### src/rtl/serial_adder_arbiter.sv
// Bit-serial add/subtract engine sharing one full-adder cell between two
// requesters under round-robin arbitration; one result bit per clock, LSB first.
module serial_adder_arbiter #(
  parameter int unsigned WIDTH = 8
) (
  input  logic             clk,
  input  logic             rst_n,
  input  logic             req0,
  input  logic             req1,
  input  logic             sub0,
  input  logic             sub1,
  input  logic [WIDTH-1:0] a0,
  input  logic [WIDTH-1:0] b0,
  input  logic [WIDTH-1:0] a1,
  input  logic [WIDTH-1:0] b1,
  output logic             gnt0,
  output logic             gnt1,
  output logic             busy,
  output logic             done,
  output logic             done_id,
  output logic [WIDTH-1:0] result,
  output logic             cout,
  output logic             ovf
);

  localparam int unsigned CW = (WIDTH > 2) ? $clog2(WIDTH) : 1;
  localparam logic [CW-1:0] LAST = CW'(WIDTH - 1);

  typedef enum logic [1:0] {IDLE, RUN, DONE} state_t;

  state_t           state_q, state_d;
  logic [WIDTH-1:0] a_sh_q, a_sh_d;
  logic [WIDTH-1:0] b_sh_q, b_sh_d;
  logic [WIDTH-1:0] res_sh_q, res_sh_d;
  logic [WIDTH-1:0] result_q, result_d;
  logic [CW-1:0]    cnt_q, cnt_d;
  logic             carry_q, carry_d;
  logic             owner_q, owner_d;
  logic             last_q, last_d;
  logic             cout_q, cout_d;
  logic             ovf_q, ovf_d;
  logic             done_id_q, done_id_d;
  logic             s, maj, sel, sub_sel;
  logic [WIDTH-1:0] b_sel;

  always_comb begin
    state_d   = state_q;
    a_sh_d    = a_sh_q;
    b_sh_d    = b_sh_q;
    res_sh_d  = res_sh_q;
    result_d  = result_q;
    cnt_d     = cnt_q;
    carry_d   = carry_q;
    owner_d   = owner_q;
    last_d    = last_q;
    cout_d    = cout_q;
    ovf_d     = ovf_q;
    done_id_d = done_id_q;
    gnt0      = 1'b0;
    gnt1      = 1'b0;
    sel       = 1'b0;
    sub_sel   = 1'b0;
    b_sel     = '0;
    s         = a_sh_q[0] ^ b_sh_q[0] ^ carry_q;
    maj       = (a_sh_q[0] & b_sh_q[0]) | (a_sh_q[0] & carry_q) | (b_sh_q[0] & carry_q);

    unique case (state_q)
      IDLE: begin
        // On a tie the requester not served last wins; last_q=1 favours requester 0.
        gnt0 = req0 & (~req1 | last_q);
        gnt1 = req1 & ~gnt0;
        if (gnt0 || gnt1) begin
          sel      = gnt1;
          sub_sel  = sel ? sub1 : sub0;
          b_sel    = sel ? b1 : b0;
          a_sh_d   = sel ? a1 : a0;
          b_sh_d   = sub_sel ? ~b_sel : b_sel;
          carry_d  = sub_sel;
          cnt_d    = '0;
          owner_d  = sel;
          last_d   = sel;
          state_d  = RUN;
        end
      end
      RUN: begin
        a_sh_d   = {1'b0, a_sh_q[WIDTH-1:1]};
        b_sh_d   = {1'b0, b_sh_q[WIDTH-1:1]};
        res_sh_d = {s, res_sh_q[WIDTH-1:1]};
        carry_d  = maj;
        cnt_d    = cnt_q + CW'(1);
        if (cnt_q == LAST) begin
          // carry_q here is the carry into the MSB; maj is the carry out of it.
          result_d  = {s, res_sh_q[WIDTH-1:1]};
          cout_d    = maj;
          ovf_d     = carry_q ^ maj;
          done_id_d = owner_q;
          state_d   = DONE;
        end
      end
      DONE:    state_d = IDLE;
      default: state_d = IDLE;
    endcase
  end

  always_ff @(posedge clk or negedge rst_n) begin
    if (!rst_n) begin
      state_q   <= IDLE;
      a_sh_q    <= '0;
      b_sh_q    <= '0;
      res_sh_q  <= '0;
      result_q  <= '0;
      cnt_q     <= '0;
      carry_q   <= 1'b0;
      owner_q   <= 1'b0;
      last_q    <= 1'b1;
      cout_q    <= 1'b0;
      ovf_q     <= 1'b0;
      done_id_q <= 1'b0;
    end else begin
      state_q   <= state_d;
      a_sh_q    <= a_sh_d;
      b_sh_q    <= b_sh_d;
      res_sh_q  <= res_sh_d;
      result_q  <= result_d;
      cnt_q     <= cnt_d;
      carry_q   <= carry_d;
      owner_q   <= owner_d;
      last_q    <= last_d;
      cout_q    <= cout_d;
      ovf_q     <= ovf_d;
      done_id_q <= done_id_d;
    end
  end

  assign busy    = (state_q != IDLE);
  assign done    = (state_q == DONE);
  assign done_id = done_id_q;
  assign result  = result_q;
  assign cout    = cout_q;
  assign ovf     = ovf_q;

endmodule

### config.mk
export PLATFORM = sky130hd
export DESIGN_NAME = serial_adder_arbiter
export DESIGN_NICKNAME = d
export VERILOG_FILES = /design/src/rtl/serial_adder_arbiter.sv
export SDC_FILE = /design/constraint.sdc
export NUM_CORES = 1
export LEC_CHECK = 0
export CORE_MARGIN = 2
export CORE_UTILIZATION = 40
export CTS_BUF_LIST = sky130_fd_sc_hd__clkbuf_8
export DETAILED_ROUTE_END_ITERATION = 6
export GPL_ROUTABILITY_DRIVEN = 0
export PLACE_DENSITY = 0.69
export REMOVE_ABC_BUFFERS = 1
export SLEW_MARGIN = 15
export SYNTH_ARGS = -nofsm -noshare
export SYNTH_HDL_FRONTEND = slang
export SYNTH_SLANG_ARGS = --single-unit
### constraint.sdc
create_clock -name clk -period 1.6 [get_ports clk]
set_clock_uncertainty 0.05 [all_clocks]
set_input_delay 0.24 -clock clk [delete_from_list [all_inputs] [get_ports clk]]
set_output_delay 0.24 -clock clk [all_outputs]
set_load 0.02 [all_outputs]
== After elaboration in Yosys (flattened, before gate mapping) ==
Cells that the tools add are included.
W data, S select, Z words.

* Register bits: 43
* Bits in latches: 0
* RAM bits: 0
* ROM bits: 0
* Bits of input ports: 38
* Output and inout bits: 15
* Word-level logic and storage cells: 57
* Memories kept: 0

* Add/sub/neg operators: 1
* Multiply operators: 0
* Divide/modulo/power cells: 0
* Magnitude comparators: 0
* Equal/unequal tests: 5
* Shift-type cells: 0
* Mux-type cells: 17
* Bitwise logic cells: 14
* Reduce and logical (&&, ||, !) cells: 8

{| class="wikitable"
|+ Operators with widths
! cell !! number
|-
| $mux W8 || 5
|-
| $pmux W8 S2 || 2
|-
| $not A8 Y8 || 1
|-
| $reduce_and A2 Y1 || 4
|-
| $pmux W3 S2 || 1
|-
| $and A1 B1 Y1 || 5
|-
| $mux W1 || 4
|-
| $mux W2 || 2
|-
| $ne A2 B2 Y1 const B || 2
|-
| $pmux W2 S2 || 1
|-
| $reduce_bool A2 Y1 || 2
|-
| $add A3 B1 Y3 const B || 1
|-
| $eq A3 B3 Y1 const B || 1
|-
| $mux W3 || 1
|-
| $or A1 B1 Y1 || 3
|-
| $xor A1 B1 Y1 || 3
|-
| $eq A2 B1 Y1 const B || 1
|-
| $eq A2 B2 Y1 const B || 1
|-
| $logic_not A2 Y1 || 1
|-
| $not A1 Y1 || 2
|-
| $pmux W1 S2 || 1
|-
| $logic_or A1 B1 Y1 || 1
|}

== Depth between registers and ports, before layout ==
Gate-level depths: netlist of run 1.

* Word-level depth: 10
* Depth in mapped cells: 6
* Depth with buffers taken out: 5

== Least setup slack after synthesis of run 1 ==
No wires, ideal clock.

* Path type: reg-to-reg
* Start point: register cnt_q[0]
* End point: register cout_q (netlist: cout)
* Setup time: 0.125 ns
* Arrival time: 1.402 ns
* Required time: 1.425 ns
* Path slack: 0.024 ns
* Cell stages (with the launch flop): 6
* Path buffers: 1
* Clock period less this slack: 1.576 ns
* Cell sequence: dfrtp_1 -> ha_1 -> ha_1 -> nand3b_4 -> buf_2 -> mux2_2

* Cells in the longest elaborated chain, start to end: 2

{| class="wikitable"
|+ RTL lines
! what !! line !! RTL
|-
| start, declared || 36 || <nowiki>logic [CW-1:0] cnt_q, cnt_d;</nowiki>
|-
| start signal, assigned || 125 || <nowiki>cnt_q <= cnt_d;</nowiki>
|-
| $eq A3 B3 Y1 || 91 || <nowiki>if (cnt_q == LAST) begin</nowiki>
|-
| $reduce_and A2 Y1 (no line) || -- ||
|-
| end signal, assigned || 129 || <nowiki>cout_q <= cout_d;</nowiki>
|-
| end, declared || 40 || <nowiki>logic cout_q, cout_d;</nowiki>
|}

No other way between the ends.
A chain may end at the register's enable or synchronous reset.

== Worst setup path after layout of run 1 ==
* Start point: input port req1
* End point: output port gnt1

* Cells in the longest elaborated chain, start to end: 6

{| class="wikitable"
|+ RTL lines
! what !! line !! RTL
|-
| start, declared || 9 || <nowiki>input logic req1,</nowiki>
|-
| $not A1 Y1 || 70 || <nowiki>gnt0 = req0 & (~req1 | last_q);</nowiki>
|-
| $or A1 B1 Y1 || 70 ||
|-
| $and A1 B1 Y1 || 70 ||
|-
| $not A1 Y1 || 71 || <nowiki>gnt1 = req1 & ~gnt0;</nowiki>
|-
| $and A1 B1 Y1 * || 71 ||
|-
| $mux W1 * || 67 || <nowiki>unique case (state_q)</nowiki>
|-
| end, declared || 17 || <nowiki>output logic gnt1,</nowiki>
|}

Mark *: on every way between the ends. The rest lies on a longest branch, timed or not.

==> flow_summary_export.csv, run 1 <==
group,metric,value,unit
status,status,"completed",
pwr,p_total,4.86,mW
clock_tree,h-tree-depth,2,
logic_synthesis,synthTopCellsByArea,"dfrtp_1, mux2_2, xor2_1",
floorplan,rows,27,
pwr,leakagePower,1.37,nW
pwr,p_comb_frac,0.472,
logic_synthesis,yosysWarnings,0,
pwr,seq_power_share,0.386,
floorplan,die_w,78.3,um
route,first_iter_violations,100,
logic_synthesis,yosysMostFrequentCell,"dfrtp_1",
sta,setup_tns,0,ns
logic_synthesis,synth-async-reset-ratio,1.00,
logic_synthesis,synth_commonest_cells,"dfrtp_1, mux2_2, xor2_1",
logic_synthesis,synth-simple-area-share,0.0929,
clock_tree,cts_tree,"done",
route,wirelength,4280,um
logic_synthesis,synth_top_area_frac,0.464,
logic_synthesis,synth_area_leader_cell,"dfrtp_1",
logic_synthesis,avgSynthCellArea,11.8,um^2
logic_synthesis,ys_ff_latch,42,
sta,max_slew.worst_pin.slew,0.397,ns
sta,rsz0062_at_grt,"yes",
route,wl_per_cell,13.0,um
pwr,switchingPower,1.66,mW
route,via_per_inst,4.96,
clock_tree,clock_path_buffers,2,
pwr,power.density,1600,nW/um^2
finish,final_nets,297,
global_routing,grt_pass1_vias,1529,
global_routing,grt_pass1_wl,7290,um
pwr,power_frac_clock,0.142,
route,drc,0,
pwr,ir_drop,0.000690,V
logic_synthesis,synth_compound_area_frac,0.152,
finish,seq_area,1050,um^2
logic_synthesis,ys_seq_area_frac,0.476,
worst_setup_path,end_kind,"primary output",
worst_setup_path,cp_max_fo,2,
sta,fmaxAchievable,641,MHz
floorplan,pin_count,53,
sta,finalCriticalPeriod,1.56,ns
logic_synthesis,ys_types,37,
finish,areaGrowthSynthToFinish,37.8,%
worst_setup_path,start_kind,"input port",
hold_path,hp-class,"input port to async pin",
place,place_inst,316,
route,ant_nets,0,
clock_tree,cts.sinks,42,
route,firstDrtPassIters,4,
finish,nFillCells,496,
place,hpwlAfterDp,3130,um
global_routing,grt_overflow,0,
clock_tree,clk_latency,0.29,ns
finish,final_cells,329,
pwr,internal_power,3.20,mW
floorplan,initial_core_util,0.409,
global_routing,grt_max_degree,28,
floorplan,die_area,6130,um^2
worst_setup_path,crit_type,"input port to primary output",
sta,setup_viol,0,
pwr,switching_share,0.341,
worst_setup_path,crit_arrival,1.27,ns
clock_tree,cts-root-buf,"clkbuf_8",
run,maxCapViolCount,0,
logic_synthesis,ys.flop_type,"dfrtp_1",
floorplan,core-area,5410,um^2
floorplan,dieHeight,78.3,um
global_routing,antenna_found_initial,0,
clock_tree,cts.clk_slew.worst_paths,0.08,ns
clock_tree,cts_inserted_buffers,5,
logic_synthesis,synth_top_family_by_area,"compound AO/OA/AOI/OAI gates",
place,portBuffers,52,
sta,drv_slew,0,
finish,multi_input_area,1050,um^2
worst_setup_path,cp.required,1.31,ns
global_routing,grt_usage,0.150,
logic_synthesis,synth_edf_count,0,
logic_synthesis,syn-cell-area,2210,um^2
route,vias,1633,
sta,fin_crit_sh,0.974,
finish,drive_gt1_frac,0.249,
logic_synthesis,synth_fa_ha_area_frac,0.0204,
sta,finalHoldViolations,0,
sta,relSlewSlack,0.736,
finish,antenna_cells,0,
logic_synthesis,yosys.area_share.xor_xnor,0.0674,
logic_synthesis,muxShareOfSynthArea,0.132,
logic_synthesis,synthCells,188,
==> final cells by class <==
cell class              count  share of cell area
clock buffers               6              0.0271
flip-flops and latches     42               0.346
well taps                  72              0.0296
clock inverters             2             0.00288
multi-input cells         125               0.344
repair buffers             75               0.241
inverters                   7             0.00863
==> cells by family after synthesis <==
| logic type | count (synthesis) |
|---|---|
| flops | 42 |
| mux | 27 |
| compound gates | 47 |
| xor+xnor | 17 |
| fa+ha+maj | 3 |
| simple gates | 31 |
| buf+inv | 21 |
==> path summary, 6_finish.rpt <==
path / slack (ns) / to / from / cells past startpoint
setup / recovery: 0.04 / gnt1 / req1 / 4
hold / removal: 0.35 / a_sh_q[2]$_DFFE_PN0P_ / rst_n / 2
setup reg to reg: 0.08 / done_id$_DFFE_PN0P_ / state_q[1]$_DFFE_PN0P_ / 4
hold reg to reg: 0.43 / cnt_q[0]$_DFFE_PN0P_ / cnt_q[0]$_DFFE_PN0P_ / 1
max in group asynchronous: 0.66 / state_q[0]$_DFFE_PN0P_ / rst_n / 3
min in group clk: 0.43 / cnt_q[0]$_DFFE_PN0P_ / cnt_q[0]$_DFFE_PN0P_ / 1
==> cells in the final DEF, fill, tap and decap left out, types with 2 or more instances in the layout <==
cell | netlist | routed
mux2i_1 | 10 | 10
a21oi_1 | 3 | 3
nor2_1 | 2 | 2
o211ai_1 | 2 | 2
xor2_1 | 16 | 16
o2bb2ai_1 | 2 | 2
and2_1 | 7 | 7
buf_6 | 2 | 2
o21ai_0 | 14 | 14
clkdlybuf4s50_1 | 0 | 46
buf_4 | 4 | 17
clkbuf_8 | 0 | 6
o221ai_1 | 6 | 6
dfrtp_1 | 41 | 39
nand2_1 | 8 | 8
o31ai_1 | 7 | 7
inv_1 | 7 | 8
a22o_2 | 2 | 2
a221oi_1 | 7 | 7
mux2_2 | 16 | 16
dfrtp_2 | 0 | 2
buf_2 | 3 | 4
buf_12 | 1 | 4
nor2b_1 | 8 | 8
nor3_4 | 0 | 2
==> sequential cells by signal, indices dropped and copies added (netlist names) <==
register	count
b_sh_q	8
carry_q	1
a_sh_q	8
cout	1
ovf	1
state_q	2
result	8
res_sh_q	7
cnt_q	3
owner_q	1
done_id	1
last_q	1
==> worst max-delay path, stage by stage <==
cell and delay, ns:
clkdlybuf4s50_1 0.47, a21bo_4 0.25, nor3_4 0.16, buf_6 0.15
==> metrics by stage <==
| step | worst slack (ns) | cell area [um^2] | utilization | hold WS [ns] |
|---|---|---|---|---|
| 2_1_floorplan | 0.0194 | 2110 | - | -0.106 |
| 3_3_place_gp | -0.451 | 2880 | 0.534 | 0.134 |
| 3_5_place_dp | -0.449 | 2880 | 0.534 | 0.135 |
| 4_1_cts | -0.000198 | 3010 | 0.557 | 0.356 |
| 5_1_grt | -0.00200 | 3040 | 0.563 | 0.391 |
| 6_report | 0.0408 | 3040 | 0.563 | 0.354 |
==> power groups by stage <==
stage / sequential, mW / combinational [mW] / clock [mW]
final: 1.88 / 2.29 / 0.688
after global routing: 1.95 / 2.51 / 0.765
after CTS: 1.88 / 2.29 / 0.705
after detailed placement: 1.91 / 2.24 / 0
after global placement: 1.90 / 2.19 / 0
after floorplan: 2.02 / 1.15 / 0
==> timing repair <==
item | CTS | global route
hold buffers | 1 | 0
setup buffers | 3 | 1
pin swaps | 0 | 2
resized for setup | 18 | 12
endpoints found under the setup margin | 5 | 27
hold endpoints to repair | 14 | 0
==> routing by layer <==
metal	vias to the layer above	wire length, um	track usage
met5	-	0	0
met4	0	53	0.0474
met3	8	233	0.0391
met2	48	2060	0.241
met1	773	1940	0.197
li1	804	-	-
Power figures use the tool's default switching activity.
==> run 2, diff against run 1 <==
- ABC_CLOCK_PERIOD_IN_PS: default -> 1600
- RECOVER_POWER: default -> 50
==> run 2 against run 1 <==
Effect of this change:
- sequential power barely moved
- flip-flop and latch count did not move
- clock power barely moved
- die area stayed put
- non-clock buffer count stayed put
- worst hold slack better by 0.075 ns
- cell area down 0.66%
- critical endpoint unchanged
- largest cell class unchanged
==> flow_summary_export.csv, run 2 (same netlist as run 1, synthesis figures left out) <==
group,metric,value,unit
place,hpwlAfterDp,3130,um
global_routing,antenna_found_initial,0,
pwr,p_comb_frac,0.470,
clock_tree,cts.clk_slew.worst_paths,0.07,ns
sta,setup_viol,0,
sta,drv_slew,0,
worst_setup_path,crit_type,"input port to primary output",
sta,setup_tns,0,ns
finish,drive_gt1_frac,0.241,
pwr,power.density,1600,nW/um^2
clock_tree,cts.sinks,42,
worst_setup_path,crit_chain,"clkdlybuf4s50_1, a21bo_4, nor3_4, buf_6",
floorplan,initial_core_util,0.409,
hold_path,hold_end,"owner_q$_DFFE_PN0P_",
global_routing,grt_max_degree,28,
worst_setup_path,start_kind,"input port",
sta,max_slew.worst_pin.slew,0.944,ns
floorplan,pin_count,53,
finish,final_cell_mix,"clkdlybuf4s50_1, dfrtp_1, mux2_2, xor2_1, buf_4",
pwr,switching_share,0.343,
sta,fin_crit_sh,0.974,
clock_tree,cts-root-buf,"clkbuf_8",
route,firstDrtPassIters,4,
sta,holdWs,0.429,ns
clock_tree,cts_inserted_buffers,5,
clock_tree,clock_path_buffers,2,
sta,finalCriticalPeriod,1.56,ns
route,vias,1625,
worst_setup_path,cp_max_fo,2,
finish,final_common_cell,"clkdlybuf4s50_1",
sta,relSlewSlack,0.371,
floorplan,core-area,5410,um^2
floorplan,die_w,78.3,um
finish,final_util,0.559,
clock_tree,h-tree-depth,2,
finish,final_nets,297,
finish,antenna_cells,0,
worst_setup_path,cp.required,1.31,ns
worst_setup_path,max_stage_delay,0.47,ns
route,wirelength,4290,um
sta,fmaxAchievable,642,MHz
global_routing,grt_pass1_wl,7290,um
route,drc,0,
sta,rsz0062_at_grt,"yes",
worst_setup_path,reg2reg_from,"state_q[1]$_DFFE_PN0P_",
hold_path,min_from,"owner_q$_DFFE_PN0P_",
worst_setup_path,crit_arrival,1.27,ns
route,via_per_inst,4.94,
route,ant_nets,0,
pwr,switchingPower,1.65,mW
clock_tree,cts_tree,"done",
route,wl_per_cell,13.0,um
pwr,seq_power_share,0.388,
worst_setup_path,rr_endpoint,"done_id$_DFFE_PN0P_",
global_routing,grt_pass1_vias,1529,
floorplan,rows,27,
floorplan,die_area,6130,um^2
finish,areaGrowthSynthToFinish,36.9,%
hold_path,min_path_cells,1,
pwr,p_total,4.83,mW
hold_path,hp-class,"register to register",
sta,finalHoldViolations,0,
global_routing,grt_usage,0.150,
place,portBuffers,52,
clock_tree,clk_latency,0.29,ns
worst_setup_path,slowest_stage,"clkdlybuf4s50_1",
route,first_iter_violations,118,
worst_setup_path,end_kind,"primary output",
status,status,"completed",
pwr,internal_power,3.17,mW
pwr,power_frac_clock,0.142,
pwr,ir_drop,0.000676,V
worst_setup_path,r2r_cells,4,
worst_setup_path,regToRegSetupSlack,0.10,ns
pwr,leakagePower,1.35,nW
run,maxCapViolCount,0,
floorplan,dieHeight,78.3,um
global_routing,grt_overflow,0,
run 2: changes by cell type in the layout (fill, tap and decap cells not counted), sizes merged:
cell / change
dlymetal6s2s: -1
clkbuf: +3
buf: -2
run 2: what timing repair did:
action / in CTS / in global routing
buffers inserted: 3 / 1
hold endpoints to repair: 14 / 0
setup endpoints to repair: 5 / 27
resized for setup: 18 / 12
pin swaps: 0 / 2
cloned: 0 / 0
hold buffers: 1 / 0
run 2: worst max path at each step:
| stage | endpoint | cells after the start | from | slack, ns |
|---|---|---|---|---|
| 2_1_floorplan | a_sh_q[5]$_DFFE_PN0P_ | 3 | last_q$_DFFE_PN1P_ | 0.02 |
| 3_3_place_gp | gnt1 | 4 | req1 | -0.45 |
| 3_5_place_dp | gnt1 | 4 | req1 | -0.45 |
| 5_1_grt | gnt1 | 4 | req1 | -0.002 |
| 6_report | gnt1 | 4 | req1 | 0.04 |
| 4_1_cts | b_sh_q[0]$_DFFE_PN0P_ | 4 | last_q$_DFFE_PN1P_ | -0.0002 |
run 2: power by group through the flow:
stage | Combinational (mW) | Clock, mW | Sequential [mW]
after floorplan | 1.15 | 0 | 2.02
after global placement | 2.19 | 0 | 1.90
after detailed placement | 2.24 | 0 | 1.91
after CTS | 2.29 | 0.705 | 1.88
after global routing | 2.48 | 0.765 | 1.94
final | 2.27 | 0.687 | 1.87
run 2: layout make-up:
| type | count | area (um^2) |
|---|---|---|
| flip-flops and latches | 42 | 1050 |
| repair buffers | 75 | 721 |
| clock buffers | 6 | 82.6 |
| clock inverters | 2 | 8.76 |
| well taps | 72 | 90.1 |
| fillers | 501 | 2380 |
| inverters | 7 | 26.3 |
| multi-input cells | 125 | 1040 |
run 2: routing by layer:
metal / global-route usage / wire length, um / share of wire / vias to the layer above
li1: - / - / - / 805
met1: 0.197 / 1970 / 0.46 / 766
met2: 0.241 / 2050 / 0.48 / 49
met3: 0.0391 / 225 / 0.052 / 5
met4: 0.0474 / 44 / 0.010 / 0
met5: 0 / 0 / 0 / -
run 2: per-stage QoR:
step                worst slack [ns]  cells  area [um^2]
finish                        0.0420    329         3020
CTS                        -0.000198    328         3010
floorplan                     0.0194    174         2110
global placement              -0.451    316         2880
global route                -0.00200    329         3020
detailed placement            -0.449    316         2880
run 2: worst max-delay path: cells and delay by family:
family | cells | cell delay, ns
and+or+nand+nor | 1 | 0.16
buffers and inverters | 2 | 0.62
AOI/OAI and AO/OA | 1 | 0.25
==> run 3, diff against run 2 <==
- CTS_CLUSTER_DIAMETER: default -> 200
==> results of run 3 <==
No change in the layout: final DEF, timing and power equal those of run 2.
